## src/rtl/spi_master_tx.sv

```systemverilog
// SPI mode-0 write-only master: accepts one word per valid/ready handshake and
// shifts it out MSB first on cs/sclk/mosi, with every output driven from a flop.
module spi_master_tx #(
    parameter int reg_width = 8,
    parameter int clk_div   = 4
) (
    input  logic                 sys_clk,
    input  logic                 rst,
    input  logic [reg_width-1:0] tx_data,
    input  logic                 tx_valid,
    output logic                 tx_ready,
    output logic                 busy,
    output logic                 done,
    output logic                 cs,
    output logic                 mosi,
    output logic                 sclk
);

    typedef enum logic [2:0] {
        IDLE,
        SETUP,
        HIGH,
        LOW,
        HOLD,
        GAP
    } state_t;

    localparam int pw = $clog2(clk_div + 1);
    localparam int bw = $clog2(reg_width);
    localparam logic [pw-1:0] phase_load = pw'(clk_div - 1);
    localparam logic [bw-1:0] bit_load   = bw'(reg_width - 1);

    state_t               state, state_nx;
    logic [pw-1:0]        phase, phase_nx;
    logic [bw-1:0]        bit_cnt, bit_nx;
    logic [reg_width-1:0] shift, shift_nx;

    logic accept;
    logic phase_end;
    logic cs_nx, sclk_nx, mosi_nx, ready_nx, busy_nx, done_nx;

    assign accept    = tx_valid && tx_ready;
    assign phase_end = (phase == '0);

    // NOTE: every signal gets its default before the case so no path can infer a latch.
    always_comb begin
        state_nx = state;
        phase_nx = phase;
        bit_nx   = bit_cnt;
        shift_nx = shift;

        if (state != IDLE && !phase_end)
            phase_nx = phase - 1'b1;

        case (state)
            IDLE: begin
                if (accept) begin
                    state_nx = SETUP;
                    phase_nx = phase_load;
                    bit_nx   = bit_load;
                    shift_nx = tx_data;
                end
            end
            SETUP: begin
                if (phase_end) begin
                    state_nx = HIGH;
                    phase_nx = phase_load;
                end
            end
            HIGH: begin
                if (phase_end) begin
                    phase_nx = phase_load;
                    if (bit_cnt == '0) begin
                        state_nx = HOLD;
                    end else begin
                        // Advance the data on the falling edge so it is stable for the next rise.
                        state_nx = LOW;
                        bit_nx   = bit_cnt - 1'b1;
                        shift_nx = {shift[reg_width-2:0], 1'b0};
                    end
                end
            end
            LOW: begin
                if (phase_end) begin
                    state_nx = HIGH;
                    phase_nx = phase_load;
                end
            end
            HOLD: begin
                if (phase_end) begin
                    state_nx = GAP;
                    phase_nx = phase_load;
                end
            end
            GAP: begin
                if (phase_end)
                    state_nx = IDLE;
            end
            default: state_nx = IDLE;
        endcase

        // Outputs are decoded from the next state so the flops present them in step with it.
        cs_nx    = !(state_nx inside {SETUP, HIGH, LOW, HOLD});
        sclk_nx  = (state_nx == HIGH);
        mosi_nx  = (state_nx inside {IDLE, GAP}) ? 1'b1 : shift_nx[reg_width-1];
        busy_nx  = (state_nx != IDLE);
        done_nx  = (state_nx == GAP) && (state != GAP);
        ready_nx = (state_nx == IDLE);
    end

    // NOTE: sequential state uses non-blocking assignments so all flops update together.
    always_ff @(posedge sys_clk) begin
        if (rst) begin
            state    <= IDLE;
            phase    <= '0;
            bit_cnt  <= '0;
            shift    <= '0;
            cs       <= 1'b1;
            sclk     <= 1'b0;
            mosi     <= 1'b1;
            tx_ready <= 1'b0;
            busy     <= 1'b0;
            done     <= 1'b0;
        end else begin
            state    <= state_nx;
            phase    <= phase_nx;
            bit_cnt  <= bit_nx;
            shift    <= shift_nx;
            cs       <= cs_nx;
            sclk     <= sclk_nx;
            mosi     <= mosi_nx;
            tx_ready <= ready_nx;
            busy     <= busy_nx;
            done     <= done_nx;
        end
    end

endmodule
```

## config.mk

```make
export PLATFORM = sky130hd
export DESIGN_NAME = spi_master_tx
export DESIGN_NICKNAME = d
export VERILOG_FILES = /design/src/rtl/spi_master_tx.sv
export SDC_FILE = /design/constraint.sdc
export NUM_CORES = 1
export LEC_CHECK = 0
export BUFFER_PORTS_ARGS = -buffer_cell sky130_fd_sc_hd__buf_2
export CORE_ASPECT_RATIO = 0.9
export CORE_UTILIZATION = 49
export DETAILED_ROUTE_END_ITERATION = 6
export PLACE_DENSITY_LB_ADDON = 0.12
export REMOVE_ABC_BUFFERS = 1
export SLEW_MARGIN = 20
export SYNTH_ARGS = -nofsm -noshare
export SYNTH_HDL_FRONTEND = slang
export SYNTH_SLANG_ARGS = --single-unit
```

## constraint.sdc

```tcl
create_clock -name sys_clk -period 1.7 [get_ports sys_clk]
set_clock_uncertainty 0.15 [all_clocks]
set_input_delay 0.17 -clock sys_clk [delete_from_list [all_inputs] [get_ports sys_clk]]
set_output_delay 0.17 -clock sys_clk [all_outputs]
set_load 0.03 [all_outputs]
```

# Word-level counts from Yosys, hierarchy flattened
# Index checks and enable logic that the tools add are counted.
# W data, S select, Z words.
# op_classes
mux,19
n_reduce_logical,18
n_addsub,2
n_eq_ne,14
# op_table
op,count
$mux W3,12
$mux W8,3
$pmux W8 S2,1
$pmux W3 S5,1
$eq A3 B2 Y1 const B,4
$eq A3 B3 Y1 const B,4
$logic_not A3 Y1,4
$pmux W3 S2,2
$eq A3 B1 Y1 const B,2
$ne A2 B2 Y1 const B,3
$reduce_bool A3 Y1,2
$sub A3 B1 Y3 const B,2
$reduce_and A4 Y1,1
$reduce_bool A2 Y1,2
$reduce_bool A4 Y1,1
$reduce_or A2 Y1,2
$reduce_or A4 Y1,1
$logic_and A1 B1 Y1,3
$ne A3 B3 Y1 const B,1
$logic_not A1 Y1,2
# word_totals
inputBits,11
out_inout_bits,6
regBits,23

# Depth between registers and ports, before layout
# Gate-level depths: netlist of the first run.
# logic_depth
ltp_word,7
ltp_mapped,8

# Worst setup path after synthesis of the first run
# Ideal clock, no wire load.
# synth_timing
kind,register -> register
startpoint,register phase[0]
endpoint,register shift[7]
arrival_time_ns,1.480
stages_incl_launch_ff,9
setup_slack_ns,-0.062
n_path_buf,2
cell_sequence,dfxtp_1 -> inv_1 -> ha_1 -> nor2b_1 -> clkbuf_1 -> and3_1 -> buf_4 -> a22oi_1 -> a21oi_1
# synth_between
elab_chain_len,3
# synth_rtl
item,line,text
start: declaration,34,"logic [pw-1:0] phase, phase_nx;"
start signal: assignment,126,phase <= phase_nx;
$logic_not A3 Y1,43,assign phase_end = (phase == '0);
$mux W8,71,if (phase_end) begin
$pmux W8 S2,55,case (state)
end signal: assignment,128,shift <= shift_nx;
end: declaration,36,"logic [reg_width-1:0] shift, shift_nx;"
# Every way passes these cells. The select of a mux whose other input is x is not followed.
# A chain may end at the register's enable or synchronous reset.

# Worst setup path after layout of the first run
# layout_timing
startpoint,register bit_cnt[0]
endpoint,register bit_cnt[1]
# layout_between
elab_chain_len,4
# layout_rtl
item,line,text
start: declaration,35,"logic [bw-1:0] bit_cnt, bit_nx;"
start signal: assignment,127,bit_cnt <= bit_nx;
$sub A3 B1 Y3,78,bit_nx = bit_cnt - 1'b1;
$mux W3,73,if (bit_cnt == '0) begin
$mux W3,71,
$pmux W3 S2,55,
# Parallel ways exist; a longest one is shown, timed or not. The select of a mux whose other input is x is not followed.

==> results.md, run 1 <==
- CP startpoint kind: flip-flop
- Setup CP Type: flip-flop to flip-flop
- Top FF cell, synth: dfxtp_1
- HPWL Detailed: 1671 um
- F_max: approximately 0.61 GHz
- Hold Violations, Final: 0
- Total global-route track usage: a little under a quarter
- Top cells by area, synth: dfxtp_1 (42%), a21oi_1 (6.9%), a22oi_1 (5.5%), ha_1 (4.6%), nand3_1 (3.7%)
- Num rows: 15
- Slew Viols, Final: 0
- Comb pwr share: a little under half
- Post-synth top area cell: dfxtp_1
- Type of the most critical hold path: primary input to flip-flop
- CTS tree: built
- First-pass GRT wire length: around 3900 um
- Async SR Flop Fraction: 0%
- Most frequent cells after synthesis: dfxtp_1 (23), a21oi_1 (15), a22oi_1 (8), nand2_1 (8), nand3_1 (8)
- Die width: between 50 and 60 um
- Synth Warn #: 0
- Final Setup Violations: 0
- Switching share of power: between 30% and 40%
- Worst skew pair latency: roughly 0.33 ns
- I/O Buffers: 16
- Power share of the clock group: between 10 and 15%
- # fillers: roughly 150
- Drt first pass iters: 4
- DRC errors left: 0
- Most frequent cell after synthesis: dfxtp_1
- Diode count: 0
- Top cell type's share of synthesized area: around 42%
- Post-DR vias/cell: between 5 and 6
- Initial core utilization: 54.45%
- Final #Nets: between 150 and 200
- Yosys cell types: 36
- Initial antenna violation count: 0
- Sequential share of the synthesized area: 42.11%
- Largest net degree at the start of global routing: 23
- Final worst path period share: 95.69%
- Cells after DPL: 166
- Post-Place Setup Slack: -0.008111 ns
- Die H: about 47 um
- Worst EP required: 1.79 ns
- Routed length per instance: about 15 um
- Synthesized flop and latch total: 23
- Area grow syn2layout: 28.72%
- PwrDens: 1249 nW/um^2
- Clk root buf: clkbuf_4
- Psw: roughly 0.0007 W
- Ports: 17
- Setup TNS: 0 ns
- Slew headroom: a little under three quarters
- DRT Wirelength: about 2600 um
- Post-synth EDFFs: 0
- Gpl congestion: ~0.89
- Vias after detailed routing: 1035
- P_leak: approximately 0.55 nW
- Worst Setup Slack, final: roughly 0.073 ns
- CTS clk-pin slew, worst paths: between 0.1 and 0.15 ns
- Worst vdd ir: 1.110 mV
- Cell count after synthesis: 123
- MaxCap Viol Count: 0
- Flop pwr share: approximately two fifths
- Vias in the first global route: 832
- Die area: roughly 2400 um^2
- Inserted Clock Buffers: 3
- H-tree Lvls: 1
- Floorplan Core Area: ~2000 um^2
- Tmin final: 1.627 ns
- Critical Path AT: ~1.7 ns
- Worst Max-Slew Pin Slew: 0.4262 ns
- Critical Path Fanout Max: 5
- Cell-internal power: around 0.0011 W
- Clock tree buffer depth: 2
- Share of layout cells above drive strength 1: 32.90%
- Post-Layout Cell Count: 180
- Post-route ant nets: 0
- Sink Count: 23
- Syn Area/Cell: about 8.9 um^2
- Status: complete, no violations
- Mapped Area: around 1100 um^2
- 1st-iter DRT viols: 38
- Worst Setup End Kind: flip-flop
- Global route overflow: 0
## cell families after synthesis
| logic type | synth area share [%] |
|---|---|
| buffers and inverters | 7.208 |
| flip-flops | 42.11 |
| XOR/XNOR | 0.8011 |
| AO/OA/AOI/OAI | 22.43 |
| adder cells (fa/ha/maj) | 4.577 |
| AND/OR/NAND/NOR | 22.88 |
## sequential cells by signal, indices dropped and copies added, names as in the netlist, 3 cells and up
name	count
bit_cnt	3
phase	3
state	3
shift	8
## cell type report
cell class / instances / area [um^2] / share of cell area (%)
well taps: 25 / 31.28 / 2.222
clock buffers: 4 / 26.28 / 1.867
multi-input cells: 86 / 610.6 / 43.38
inverters: 5 / 18.77 / 1.333
repair buffers: 37 / 257.7 / 18.31
flip-flops and latches: 23 / 462.9 / 32.89
## metal layers
metal	routed length, um	GRT usage, %	part of all wire (%)	vias to the layer above
met5	0	0	0	-
met4	28	6.486	1.1	0
met3	115	6.796	4.4	4
met2	1243	34.55	48	23
met1	1222	31.03	47	499
li1	-	-	-	509
## power by group through the flow
stage / sequential (W) / combinational (W) / clock, W
after CTS: 0.000677 / 0.000702 / 0.000264
after global routing: 0.000692 / 0.000889 / 0.000288
after global placement: 0.000687 / 0.000673 / 0
after detailed placement: 0.000689 / 0.000685 / 0
after floorplan: 0.000746 / 0.000376 / 0
final: 0.000682 / 0.000815 / 0.000262
## path summary, 6_finish.rpt
path / startpoint / end / slack, ns / depth (start not counted)
worst min-delay path: rst / shift[1]$_SDFFE_PP0P_ / 0.11 / 2
worst min register to register: bit_cnt[0]$_SDFFE_PP0P_ / bit_cnt[0]$_SDFFE_PP0P_ / 0.33 / 1
worst max-delay path: bit_cnt[0]$_SDFFE_PP0P_ / bit_cnt[1]$_SDFFE_PP0P_ / 0.07 / 7
worst max register to register: bit_cnt[0]$_SDFFE_PP0P_ / bit_cnt[1]$_SDFFE_PP0P_ / 0.07 / 7
## metrics by stage
| step | area (um^2) | hold WS (ns) | total power, W | utilization (%) |
|---|---|---|---|---|
| after global placement | 1227 | 0.2623 | 0.001361 | 61.12 |
| after CTS | 1339 | 0.1057 | 0.001643 | 66.67 |
| after detailed placement | 1227 | 0.2896 | 0.001373 | 61.12 |
| after global routing | 1408 | 0.1073 | 0.001869 | 70.09 |
| after floorplan | 1033 | 0.08907 | 0.001122 | - |
| final | 1408 | 0.1146 | 0.001758 | 70.09 |
## layout by cell type (no fill, tap or decap), types with 2 or more instances in the layout
cell type	n
dfxtp_1	21
buf_2	16
a21oi_1	14
buf_4	13
nand2_1	8
nand3_1	8
dlygate4sd3_1	8
nor2_1	7
a22oi_1	7
inv_1	5
o21ai_0	3
a311oi_1	3
ha_1	3
clkbuf_4	3
or3_1	2
nor3_1	2
o2bb2ai_2	2
nor3_2	2
dfxtp_2	2
## critical path, stage by stage (launching register included)
cell and delay (ns):
dfxtp_1 0.37, inv_1 0.07, ha_1 0.20, nand2b_2 0.15, and3_4 0.21, buf_4 0.13
nor3_2 0.04, a311oi_1 0.22
## timing repair
item / CTS / global route
hold endpoints to repair: 8 / 0
endpoints found under the setup margin: 2 / 18
gates resized for setup: 1 / 13
pin swaps: 0 / 3
hold buffers: 8 / 0
buffers inserted: 0 / 2
Power figures use the tool's default switching activity.
==> run 2, diff against run 1 <==
--- a/config.mk
+++ b/config.mk
@@ -6,8 +6,10 @@
 export NUM_CORES = 1
 export LEC_CHECK = 0
 export BUFFER_PORTS_ARGS = -buffer_cell sky130_fd_sc_hd__buf_2
+export CELL_PAD_IN_SITES_DETAIL_PLACEMENT = 0
+export CELL_PAD_IN_SITES_GLOBAL_PLACEMENT = 2
 export CORE_ASPECT_RATIO = 0.9
-export CORE_UTILIZATION = 49
+export CORE_UTILIZATION = 30
 export DETAILED_ROUTE_END_ITERATION = 6
 export PLACE_DENSITY_LB_ADDON = 0.12
 export REMOVE_ABC_BUFFERS = 1
==> results.md, run 2 (synthesis gave the netlist of run 1 again) <==
- Max FFs per register: 8 (unchanged)
- Final Setup Violations: 0 (unchanged)
- Most common cell after layout, fill and taps aside: dfxtp_1
- Gpl congestion: 0.7385 (-17%)
- First-pass GRT wire length: 4022 um (+2.4%)
- MaxCap Viol Count: 0 (unchanged)
- Num rows: 20 (+5)
- Worst Max-Slew Pin Slew: 0.4328 ns (+0.006640 ns)
- Setup CP Type: flip-flop to flip-flop
- Tmin final: 1.619 ns (-0.008045 ns)
- Worst skew pair latency: 0.26 ns (-0.07 ns)
- Largest net degree at the start of global routing: 23 (unchanged)
- H-tree Lvls: 1 (unchanged)
- Reg2reg setup slack: 0.08 ns (about the same)
- Final #Nets: 166 (-2.9%)
- Worst Setup End Kind: flip-flop
- # fillers: 340 (+130%)
- Met3 routed WL: 77 um (-33%)
- DRT Wirelength: 2571 um (-1.5%)
- Floorplan Core Area: 3428 um^2 (+71%)
- Initial core utilization: 31.90% (-23 points)
- Final worst path period share: 95.22% (-0.47 points)
- Final hold slack: 0.02857 ns (-0.08606 ns)
- CTS tree: built
- Critical Path Fanout Max: 10 (+5)
- I/O Buffers: 16 (unchanged)
- Comb pwr share: 45.7% (-0.6 points)
- Inserted Clock Buffers: 3 (unchanged)
- Area grow syn2layout: 29.18%
- Cell-internal power: 0.001187 W (+10%)
- F_max: 0.6178 GHz (+0.50%)
- Die H: 59.28 um (+27%)
- Worst EP required: 1.68 ns (-0.11 ns)
- Initial antenna violation count: 0 (unchanged)
- Hold Violations, Final: 0 (unchanged)
- HPWL Detailed: 1756 um (+5.1%)
- Type of the most critical hold path: primary input to flip-flop
- Slew headroom: 71.15% (-0.44 points)
- Clock tree buffer depth: 2 (unchanged)
- Status: complete, no violations
- Vias after detailed routing: 978 (-5.5%)
- Critical Path AT: 1.60 ns (-0.11 ns)
- Diode count: 0 (unchanged)
- P_leak: 0.5434 nW (-1.9%)
- Clk root buf: clkbuf_8
- Slew Viols, Final: 0 (unchanged)
- Sink Count: 23 (unchanged)
- R2R Path Start: phase[0]$_SDFF_PP0_
- Post-DR vias/cell: 5.041 (-12%)
- Flop pwr share: 36.2% (-2.6 points)
- Switching share of power: 36.58% (-2.1 points)
- Worst R2R Path Depth: 7 (unchanged)
- Die width: 65.64 um (+27%)
- DR top layer: met4
- Vias in the first global route: 867 (+4.2%)
- DRC errors left: 0 (unchanged)
- Die area: 3891 um^2 (+60%)
- Reg2reg end: shift[7]$_SDFF_PP0_
- CTS clk-pin slew, worst paths: 0.08 ns (-0.05 ns)
- Met1 Wirelength: 1329 um (+8.8%)
- Hold Crit Depth: 3 (+1)
- Routed length per instance: 13.25 um (-8.6%)
- Psw: 0.0006844 W (+0.61%)
- Drt first pass iters: 4 (unchanged)
- Share of layout cells above drive strength 1: 33.33% (+0.43 points)
- Reg with most FFs: shift
- Post-Route Utilization: 41.20% (-29 points)
- Power share of the clock group: 18.0% (+3.1 points)
- Post-route ant nets: 0 (unchanged)
- 1st-iter DRT viols: 28 (-26%)
- Most frequent cells in the layout: dfxtp_1 (22), buf_2 (16), a21oi_1 (14)
- PwrDens: 1325 nW/um^2 (+6.0%)
- Met2 wire length: 1128 um (-9.3%)
- Crit path to: shift[7]$_SDFF_PP0_
- Ports: 17 (unchanged)
- Crit path launch: phase[0]$_SDFF_PP0_
- CP startpoint kind: flip-flop
- Worst vdd ir: 0.5768 mV (-48%)
- Total global-route track usage: 13.82% (-8.7 points)
- Global route overflow: 0 (unchanged)
-- run 2: per-layer routing --
metal	global-route usage, %	vias to the layer above
met2	20.70	17
met3	2.308	4
met1	19.98	461
li1	-	496
met5	0	-
met4	4.658	0
-- run 2: repair_timing --
action	in CTS	in global routing
setup endpoints to repair	4	17
hold buffers	2	0
endpoints found under the hold margin	2	0
pin swaps	0	5
gates resized for setup	3	11
gates cloned	0	1
setup buffers	0	2
-- run 2: worst min-delay path by stage --
stage	start	endpoint	slack (ns)
floorplan	rst	bit_cnt[2]$_SDFFE_PP0P_	0.09
detailed placement	tx_data[0]	shift[0]$_SDFFE_PP0P_	0.27
global placement	tx_data[0]	shift[0]$_SDFFE_PP0P_	0.27
finish	tx_data[4]	shift[4]$_SDFFE_PP0P_	0.03
global route	tx_data[4]	shift[4]$_SDFFE_PP0P_	0.03
CTS	tx_data[2]	shift[2]$_SDFFE_PP0P_	0.02
-- run 2: metrics by stage --
stage                     instances  setup TNS, ns  setup slack [ns]  total power (W)  instance area (um^2)
after floorplan                 114        -0.4584          -0.09556         0.001122                  1033
after global placement          185              0           0.03345         0.001396                  1251
after detailed placement        185       -0.02488          -0.02056         0.001395                  1251
after CTS                       191              0          0.002279         0.001775                  1336
after global routing            194     -0.0001262        -0.0001262         0.002006                  1413
final                           194              0           0.08126         0.001871                  1413
-- run 2: power by group through the flow --
stage / clock (W) / combinational (W) / sequential, W
after floorplan: 0 / 0.000376 / 0.000746
after global placement: 0 / 0.000712 / 0.000683
after detailed placement: 0 / 0.000709 / 0.000686
after CTS: 0.000358 / 0.000743 / 0.000674
after global routing: 0.000376 / 0.000942 / 0.000689
final: 0.000337 / 0.000856 / 0.000678
-- run 2: area by class of cell --
cell class / count / area [um^2] / area share [%]
inverters: 5 / 18.77 / 1.329
clock buffers: 4 / 45.04 / 3.189
flip-flops and latches: 23 / 461.7 / 32.68
well taps: 44 / 55.05 / 3.897
repair buffers: 31 / 201.4 / 14.26
multi-input cells: 87 / 630.6 / 44.64
-- run 2: worst max-delay path, stage by stage (launching register included) --
cell and delay, ns:
dfxtp_1 0.34, inv_1 0.08, ha_4 0.18, nor2b_4 0.12, and3_1 0.18, buf_6 0.14, a22oi_2 0.20, a21oi_1 0.09
==> run 3, diff against run 2 <==
--- a/config.mk
+++ b/config.mk
@@ -5,12 +5,12 @@
 export SDC_FILE = /design/constraint.sdc
 export NUM_CORES = 1
 export LEC_CHECK = 0
-export BUFFER_PORTS_ARGS = -buffer_cell sky130_fd_sc_hd__buf_2
 export CELL_PAD_IN_SITES_DETAIL_PLACEMENT = 0
 export CELL_PAD_IN_SITES_GLOBAL_PLACEMENT = 2
 export CORE_ASPECT_RATIO = 0.9
-export CORE_UTILIZATION = 30
+export CORE_UTILIZATION = 33
 export DETAILED_ROUTE_END_ITERATION = 6
+export DONT_BUFFER_PORTS = 1
 export PLACE_DENSITY_LB_ADDON = 0.12
 export REMOVE_ABC_BUFFERS = 1
 export SLEW_MARGIN = 20
==> results.md, run 3 (synthesis gave the netlist of run 1 again) <==
- Status: finished with violations
- Failing checks: negative hold slack
- Worst skew pair latency: 0.26 ns (about the same)
- Setup TNS: 0 ns (unchanged)
- Critical Path Fanout Max: 5 (-5)
- F_max: 0.6211 GHz (+0.54%)
- DRC errors left: 0 (unchanged)
- Drt first pass iters: 4 (unchanged)
- Worst Setup Slack, final: 0.08990 ns (+0.008632 ns)
- Worst Setup End Kind: flip-flop
- Initial core utilization: 35.11% (+3.2 points)
- HPWL Detailed: 1762 um (+0.32%)
- Critical Path AT: 1.63 ns (+0.03 ns)
- Cell-internal power: 0.001141 W (-3.9%)
- Slowest-stage cell, CP: dfxtp_1
- Final #Nets: 151 (-9.0%)
- Largest net degree at the start of global routing: 23 (unchanged)
- Die width: 62.68 um (-4.5%)
- Total global-route track usage: 14.39% (+0.57 points)
- Flop pwr share: 40.2% (+4.0 points)
- Vias after detailed routing: 920 (-5.9%)
- Final worst path period share: 94.71% (-0.51 points)
- Floorplan Core Area: 3114 um^2 (-9.2%)
- Routed length per instance: 14.69 um (+11%)
- Vias in the first global route: 797 (-8.1%)
- First-pass GRT wire length: 3933 um (-2.2%)
- Most frequent cells in the layout: dfxtp_1 (23), a21oi_1 (15), buf_4 (13)
- Psw: 0.0006575 W (-3.9%)
- PwrDens: 1366 nW/um^2 (+3.1%)
- Initial antenna violation count: 0 (unchanged)
- Inserted Clock Buffers: 3 (unchanged)
- Worst path max stage delay: 0.37 ns (+0.03 ns)
- Ports: 17 (unchanged)
- Slew Viols, Final: 0 (unchanged)
- Die H: 56.61 um (-4.5%)
- 1st-iter DRT viols: 40 (+43%)
- CTS clk-pin slew, worst paths: 0.08 ns (about the same)
- MaxCap Viol Count: 0 (unchanged)
- Worst vdd ir: 0.5528 mV (-4.2%)
- CTS tree: built
- H-tree Lvls: 1 (unchanged)
- Max FFs per register: 8 (unchanged)
- Hold Violations, Final: 21 (+21)
- Comb pwr share: 41.1% (-4.6 points)
- RSZ-0062 raised after global routing: false
- Post-route ant nets: 0 (unchanged)
- CP delay by family, top: flip-flops
- Post-DR vias/cell: 5.198 (+3.1%)
- Num rows: 19 (-5.0%)
- Final Setup Violations: 0 (unchanged)
- Slew headroom: 78.26% (+7.1 points)
- Clock tree buffer depth: 2 (unchanged)
- Type of the most critical hold path: primary input to flip-flop
- WP buf/inv: 2 (unchanged)
- Worst Max-Slew Pin Slew: 0.3240 ns (-0.1089 ns)
- I/O Buffers: 0 (-16)
- Placed Instance Area: 1191 um^2 (-4.8%)
- Cells along the critical path: inv_1, ha_1, nand2b_4, and3_4, buf_6, nor3_2, a311oi_1
- DRT Wirelength: 2600 um (+1.1%)
- Worst EP required: 1.72 ns (+0.04 ns)
- Reg with most FFs: shift
- Gpl congestion: 0.7890 (+6.8%)
- Global route overflow: 0 (unchanged)
- Share of layout cells above drive strength 1: 24.44% (-8.9 points)
- Setup CP Type: flip-flop to flip-flop
- Switching share of power: 36.56% (about the same)
- Area grow syn2layout: 20.37%
- Design area: 1316 um^2 (-6.8%)
- Hold buffer count at CTS: 2 (unchanged)
- Final hold slack: -0.1890 ns (-0.2176 ns)
- Die area: 3548 um^2 (-8.8%)
- Sink Count: 23 (unchanged)
- Clk root buf: clkbuf_8
- P_leak: 0.4892 nW (-10%)
- CP startpoint kind: flip-flop
- Tmin final: 1.610 ns (-0.008632 ns)
- Post-Place Setup Slack: 0.004222 ns (+0.02478 ns)
- Power share of the clock group: 18.7% (+0.7 points)
- Most common cell after layout, fill and taps aside: dfxtp_1
- Diode count: 0 (unchanged)
[run 3: cell types whose count changed in the layout (fill, tap and decap cells not counted), sizes merged]
cell / before / now
clkbuf: 4 / 3
clkinv: 0 / 1
buf: 29 / 15
nor2: 9 / 8
[run 3: metal layers]
metal  vias up  global-route usage [%]  share of wire (%)
met3         4                   4.268                4.5
met1       433                   21.15                 52
met5         -                       0                  0
met4         0                   4.983                1.0
met2        17                   19.57                 42
li1        466                       -                  -
[run 3: repair_timing]
action / CTS / global route
endpoints found under the setup margin: 1 / 17
hold endpoints to repair: 23 / 21
resized for setup: 1 / 9
pin swaps: 0 / 2
cloned: 0 / 1
buffers inserted: 0 / 0
[run 3: cell type report]
type | count | area (um^2)
clock buffers | 3 | 41.29
multi-input cells | 86 | 604.3
fillers | 329 | 1798
flip-flops and latches | 23 | 460.4
clock inverters | 1 | 5.005
inverters | 5 | 18.77
repair buffers | 17 | 133.9
well taps | 42 | 52.55
[run 3: final timing paths]
| check | from | end | slack (ns) | cells after the start |
|---|---|---|---|---|
| worst max-delay path | bit_cnt[0]$_SDFFE_PP0P_ | bit_cnt[1]$_SDFFE_PP0P_ | 0.09 | 7 |
| worst max register to register | bit_cnt[0]$_SDFFE_PP0P_ | bit_cnt[1]$_SDFFE_PP0P_ | 0.09 | 7 |
| worst min-delay path | rst | shift[3]$_SDFFE_PP0P_ | -0.19 | 1 |
| worst min register to register | shift[1]$_SDFFE_PP0P_ | shift[1]$_SDFFE_PP0P_ | 0.31 | 2 |
[run 3: metrics by stage]
stage	utilization (%)	hold WS, ns	total power [W]	cells
floorplan	-	0.08907	0.001122	114
global placement	38.25	0.09238	0.001380	170
detailed placement	38.25	0.09475	0.001380	170
CTS	40.62	-0.1991	0.001742	176
global route	42.27	-0.2034	0.001917	177
finish	42.27	-0.1890	0.001798	177
[run 3: power groups by stage]
stage          clock network (W)  registers, W  logic, W
2_1_floorplan                  0      0.000746  0.000376
3_5_place_dp                   0      0.000733  0.000648
4_1_cts                 0.000357      0.000720  0.000665
5_1_grt                 0.000373      0.000734  0.000809
6_report                0.000337      0.000722  0.000739
3_3_place_gp                   0      0.000732  0.000648
